--- config.mk ---
export PLATFORM = sky130hd
export DESIGN_NAME = exc_sequencer
export DESIGN_NICKNAME = d
export VERILOG_FILES = /design/src/rtl/exc_sequencer.sv
export SDC_FILE = /design/constraint.sdc
export NUM_CORES = 1
export LEC_CHECK = 0
export CORE_ASPECT_RATIO = 0.9
export CORE_UTILIZATION = 42
export CTS_CLUSTER_DIAMETER = 100
export DETAILED_ROUTE_END_ITERATION = 10
export PLACE_DENSITY = 0.8
export SLEW_MARGIN = 20
export SYNTH_ARGS = -nofsm -noshare
export SYNTH_HDL_FRONTEND = slang
export SYNTH_SLANG_ARGS = --single-unit
--- constraint.sdc ---
create_clock -name clk -period 1.8 [get_ports clk]
set_input_delay 0.36 -clock clk [delete_from_list [all_inputs] [get_ports clk]]
set_output_delay 0.36 -clock clk [all_outputs]
set_load 0.02 [all_outputs]
--- src/rtl/exc_sequencer.sv ---
// Exception/ERET sequencer for the five-stage core.
// Reacts to a CP0 request or a committing ERET. It flushes F/D/E/M and holds a
// PC redirect until fetch accepts it. A fixed-length drain window follows.
// Exceptions and interrupts taken are counted with saturating counters.
module exc_sequencer #(
  parameter logic [31:0] HANDLER_ADDR = 32'h0000_4180,
  parameter int          DRAIN_CYC    = 1,
  parameter int          CNT_W        = 16
) (
  input  logic             clk,
  input  logic             reset,
  input  logic             req_in,
  input  logic [4:0]       exc_code_m,
  input  logic             eret_m,
  input  logic             stall_in,
  input  logic [31:0]      epc_in,
  input  logic             fetch_ready,
  output logic             flush_fdem,
  output logic             redirect_valid,
  output logic [31:0]      redirect_pc,
  output logic             busy,
  output logic [CNT_W-1:0] exc_cnt,
  output logic [CNT_W-1:0] int_cnt,
  output logic [1:0]       state
);

  typedef enum logic [1:0] {
    S_IDLE  = 2'd0,
    S_TRAP  = 2'd1,
    S_RET   = 2'd2,
    S_DRAIN = 2'd3
  } state_t;

  localparam logic [3:0]       LP_DRAIN = 4'(DRAIN_CYC);
  localparam logic [CNT_W-1:0] LP_ONE   = {{(CNT_W-1){1'b0}}, 1'b1};

  state_t           r_state;
  state_t           w_next;
  logic [31:0]      r_target;
  logic [3:0]       r_drain;
  logic [CNT_W-1:0] r_exc_cnt;
  logic [CNT_W-1:0] r_int_cnt;
  logic             w_flush;
  logic             w_take_req;
  logic             w_take_eret;
  logic             w_accept;

  // Next-state and flush decode. IDLE reacts to inputs in the same cycle.
  // A request wins over an ERET, and the ERET is squashed.
  always_comb begin
    w_next      = r_state;
    w_flush     = 1'b0;
    w_take_req  = 1'b0;
    w_take_eret = 1'b0;
    w_accept    = 1'b0;
    case (r_state)
      S_IDLE: begin
        if (req_in) begin
          w_take_req = 1'b1;
          w_flush    = 1'b1;
          w_next     = S_TRAP;
        end else if (eret_m && !stall_in) begin
          w_take_eret = 1'b1;
          w_flush     = 1'b1;
          w_next      = S_RET;
        end
      end
      S_TRAP, S_RET: begin
        w_flush = 1'b1;
        if (fetch_ready) begin
          w_accept = 1'b1;
          w_next   = S_DRAIN;
        end
      end
      S_DRAIN: begin
        // The count is loaded with DRAIN_CYC on entry. Leaving on 1 gives
        // exactly DRAIN_CYC cycles here. A count of 0 also exits, as a guard.
        if (r_drain <= 4'd1) w_next = S_IDLE;
      end
      default: w_next = S_IDLE;
    endcase
  end

  // State register
  always_ff @(posedge clk) begin
    if (reset) r_state <= S_IDLE;
    else       r_state <= w_next;
  end

  // Return target is captured only when the ERET is actually taken
  always_ff @(posedge clk) begin
    if (reset)            r_target <= 32'd0;
    else if (w_take_eret) r_target <= epc_in;
  end

  // Drain counter: loaded when fetch accepts the redirect, counts down in DRAIN
  always_ff @(posedge clk) begin
    if (reset)                                  r_drain <= 4'd0;
    else if (w_accept)                          r_drain <= LP_DRAIN;
    else if (r_state == S_DRAIN && r_drain != 4'd0) r_drain <= r_drain - 4'd1;
  end

  // Saturating event counters, updated only on IDLE->TRAP
  always_ff @(posedge clk) begin
    if (reset) begin
      r_exc_cnt <= '0;
      r_int_cnt <= '0;
    end else if (w_take_req) begin
      if (exc_code_m != 5'd0) begin
        if (!(&r_exc_cnt)) r_exc_cnt <= r_exc_cnt + LP_ONE;
      end else begin
        if (!(&r_int_cnt)) r_int_cnt <= r_int_cnt + LP_ONE;
      end
    end
  end

  // Output decode from the registered state
  always_comb begin
    redirect_pc = 32'd0;
    case (r_state)
      S_TRAP:  redirect_pc = HANDLER_ADDR;
      S_RET:   redirect_pc = r_target;
      default: redirect_pc = 32'd0;
    endcase
  end

  assign flush_fdem     = w_flush;
  assign redirect_valid = (r_state == S_TRAP) || (r_state == S_RET);
  assign busy           = (r_state != S_IDLE);
  assign state          = r_state;
  assign exc_cnt        = r_exc_cnt;
  assign int_cnt        = r_int_cnt;

endmodule

==> metrics.md, run 1 <==
| Metric | Value |
|---|---|
| Total Wirelength | 11.56 mm |
| Ports | 112 |
| Clock sinks | 70 |
| Cell chain of the critical path | inv_4, ha_4, buf_12, buf_16, and3_4, buf_6 |
| First-pass iteration count of the detailed router | 5 |
| Global Route Usage Sum | 25.92% |
| Crit start category | flip-flop |
| Worst Hold Depth | 2 |
| Largest net degree at the start of global routing | 45 |
| Initial antenna violation count | 0 |
| Syn Nets | 494 |
| Number of synthesized flops with an enable pin | 0 |
| Slew headroom | 68.10% |
| DR vias | 3897 |
| Total CTS buffers | 9 |
| Max-cap violations | 0 |
| Syn Area/Cell | 8.086 sq um |
| Non-Filler Instances | 693 |
| Final Hold Fails | 0 |
| Failing checks | setup timing |
| Multi-input logic area | 2310 sq um |
| CTS tree | done |
| Sequential Area | 1420 sq um |
| Synth Register Bits | 70 |
| Leak | 2.574 nW |
| Most frequent cells in the layout | nand2_1, dfxtp_1, a21oi_1 |
| Critical path's largest stage delay | 0.37 ns |
| DP Wirelength | 7.161 mm |
| Initial core utilization | 43.78% |
| Vias/cell | 5.623 |
| Worst Path Required | 1.44 ns |
| Post-route setup slack | -0.1324 ns |
| Final slew viol count | 0 |
| P&R area growth vs syn | 64.39% |
| Unrepaired setup endpoints after global routing | yes |
| Worst-Skew Late Latency | 0.35 ns |
| Cell Pwr Density | 1019 nW/um^2 |
| Final net count | 642 |
| Crit path capture type | primary output |
| Hold buffers post-CTS | 0 |
| Status | finished with violations |
| Sequential element share of the synthesized area | 39.30% |
| Die Ht | 89.42 um |
| Least-Margin Pin Slew | 0.4749 ns |
| Maximum vdd drop | 0.6477 mV |
| Core area | 8145 sq um |
| Row cnt | 31 |
| Routed Antenna Nets | 0 |
| Async S/R FF share, synth | 0% |
| Ant. Diodes | 0 |
| Most common cell after layout, fill and taps aside | nand2_1 |
| GPL Wtd Cong | 0.8382 |
| Layout Skew | 0.009731 ns |
| Min-Delay Path Class | input pin to flip-flop |
| Vias in the first global route | 3653 |
| Distinct cells, synth | 47 |
| Post-Synthesis Cell Area | 3566 sq um |
| Die Area | 8863 sq um |
| Fillers | 599 |
| Die W | 99.13 um |
| Share of layout cells above drive strength 1 | 31.65% |
| Total gr overflow | 0 |
| Final setup fails | 34 |
| DR iter-0 viols | 171 |
| Yosys warning count | 0 |
| Fmax | 517.5 MHz |
| CP max-delay cell | dfxtp_4 |
| IO Port Bufs | 111 |
| Top FF cell, synth | dfxtp_1 |
| Worst EP arrival | 1.57 ns |
| Setup CP Type | flip-flop to primary output |
| Reg2Reg Depth | 6 |
| DP Cell Count | 664 |
| Mapped Cells | 441 |
| Clock-pin slew on the worst setup and hold paths | 0.08 ns |
| CP max FO | 8 |
| Detailed-route DRC error count | 0 |
| H-tree depth | 3 |
| CTS root buf | clkbuf_8 |
| WL/cell | 16.68 um |
| First-pass GRT wire length | 17.91 mm |
| Min Tclk post-route | 1.932 ns |
| Crit share post-route | 107.4% |
| Clock Path Buffers | 2 |
| Fin Hold WS | 0.3189 ns |
-- report_power, final --
part / internal, mW / switching, mW / total [mW] / leakage (nW)
Combinational: 1.36 / 1.29 / 2.64 / 1.88
Sequential: 1.65 / 0.0683 / 1.72 / 0.570
Clock: 0.971 / 0.639 / 1.61 / 0.127
Total: 3.98 / 1.99 / 5.98 / 2.57
-- registers in the layout, summed over array words and instances (netlist names) --
signal,flops
exc_cnt,16
int_cnt,16
r_drain,4
r_target,32
state,2
-- cell families after synthesis --
kind of cell	after synthesis	share of synthesized area, %
fa+ha+maj	10	3.509
buf+inv	37	4.350
xor+xnor	2	0.4913
simple gates	218	33.23
compound gates	91	15.05
flops	70	39.30
mux	13	4.070
-- repair_timing --
item | CTS | global route
pin swaps | 21 | 12
buffers inserted | 6 | 3
cloned | 5 | 1
gates resized for setup | 262 | 39
endpoints found under the setup margin | 72 | 69
-- cell type report --
type | count | share of cell area (%)
multi-input combinational | 335 | 39.40
timing repair buffer | 161 | 29.07
sequential | 70 | 24.23
clock buffer | 10 | 2.348
tap | 99 | 2.113
clock inverter | 6 | 1.985
inverter | 12 | 0.8538
-- critical path: cells and delay by family (launching register included) --
kind | cells | cell delay, ns
simple gates | 1 | 0.18
flops | 1 | 0.37
fa+ha+maj | 1 | 0.28
buf+inv | 4 | 0.39
-- final timing paths --
check,from,endpoint,slack (ns)
setup / recovery,state[1]$_SDFFE_PP0P_,redirect_pc[13],-0.13
hold / removal,reset,int_cnt[6]$_SDFFE_PP0P_,0.32
setup reg to reg,state[1]$_SDFFE_PP0P_,int_cnt[11]$_SDFFE_PP0P_,0.03
hold reg to reg,r_target[4]$_SDFFE_PP0P_,r_target[4]$_SDFFE_PP0P_,0.46
-- synthesized netlist by cell type (2+ instances only) --
| library cell | n | area (sq um) |
|---|---|---|
| nor4_4 | 2 | 42.54 |
| a311oi_1 | 2 | 17.52 |
| o31ai_1 | 9 | 67.56 |
| and2_2 | 2 | 15.01 |
| ha_1 | 10 | 125.1 |
| and3_1 | 30 | 187.7 |
| nand3_1 | 11 | 55.05 |
| nor3_1 | 5 | 25.02 |
| and3b_1 | 2 | 17.52 |
| a211oi_1 | 4 | 30.03 |
| nand4_1 | 10 | 62.56 |
| nor2b_1 | 17 | 106.4 |
| inv_1 | 12 | 45.04 |
| o21ai_0 | 9 | 45.04 |
| or4_1 | 10 | 75.07 |
| xnor2_1 | 2 | 17.52 |
| buf_2 | 4 | 20.02 |
| o311ai_0 | 2 | 17.52 |
| or3_1 | 3 | 18.77 |
| clkbuf_1 | 18 | 67.56 |
| nor2_1 | 22 | 82.58 |
| o41ai_1 | 3 | 26.28 |
| dfxtp_1 | 70 | 1401 |
| a31oi_1 | 3 | 18.77 |
| mux2_2 | 12 | 135.1 |
| nand2_1 | 81 | 304.0 |
| nand2b_1 | 2 | 12.51 |
| a21oi_1 | 55 | 275.3 |
| and3_2 | 2 | 15.01 |
| nor4_1 | 5 | 31.28 |
| and4_1 | 5 | 43.79 |
| nor4b_1 | 2 | 17.52 |
-- layer usage --
| layer | wire length [um] | vias up | track usage, % |
|---|---|---|---|
| met5 | 0 | - | 0 |
| met4 | 222 | 0 | 7.086 |
| met3 | 539 | 15 | 5.786 |
| met2 | 5883 | 121 | 45.96 |
| met1 | 4915 | 1870 | 32.14 |
| li1 | - | 1891 | - |
-- stage by stage --
stage	power [mW]	area, sq um	utilization, %	setup WS [ns]	setup TNS, ns
2_1_floorplan	2.614	3608	-	-0.06823	-0.06823
3_3_place_gp	3.417	5079	62.35	-0.5187	-19.49
3_5_place_dp	3.449	5079	62.35	-0.5439	-21.03
4_1_cts	6.126	5757	70.68	-0.2231	-5.192
5_1_grt	6.261	5862	71.97	-0.1925	-5.724
6_report	5.976	5862	71.97	-0.1324	-3.831
Note: power is estimated with default switching activity, not from simulation.
==> inputs of run 2 (changes only) <==
--- a/config.mk
+++ b/config.mk
@@ -8,6 +8,7 @@
 export CORE_ASPECT_RATIO = 0.9
 export CORE_UTILIZATION = 42
 export CTS_CLUSTER_DIAMETER = 100
+export CTS_CLUSTER_SIZE = 28
 export DETAILED_ROUTE_END_ITERATION = 10
 export PLACE_DENSITY = 0.8
 export SLEW_MARGIN = 20
==> results of run 2 <==
Final layout, timing and power as in run 1 (identical DEF).
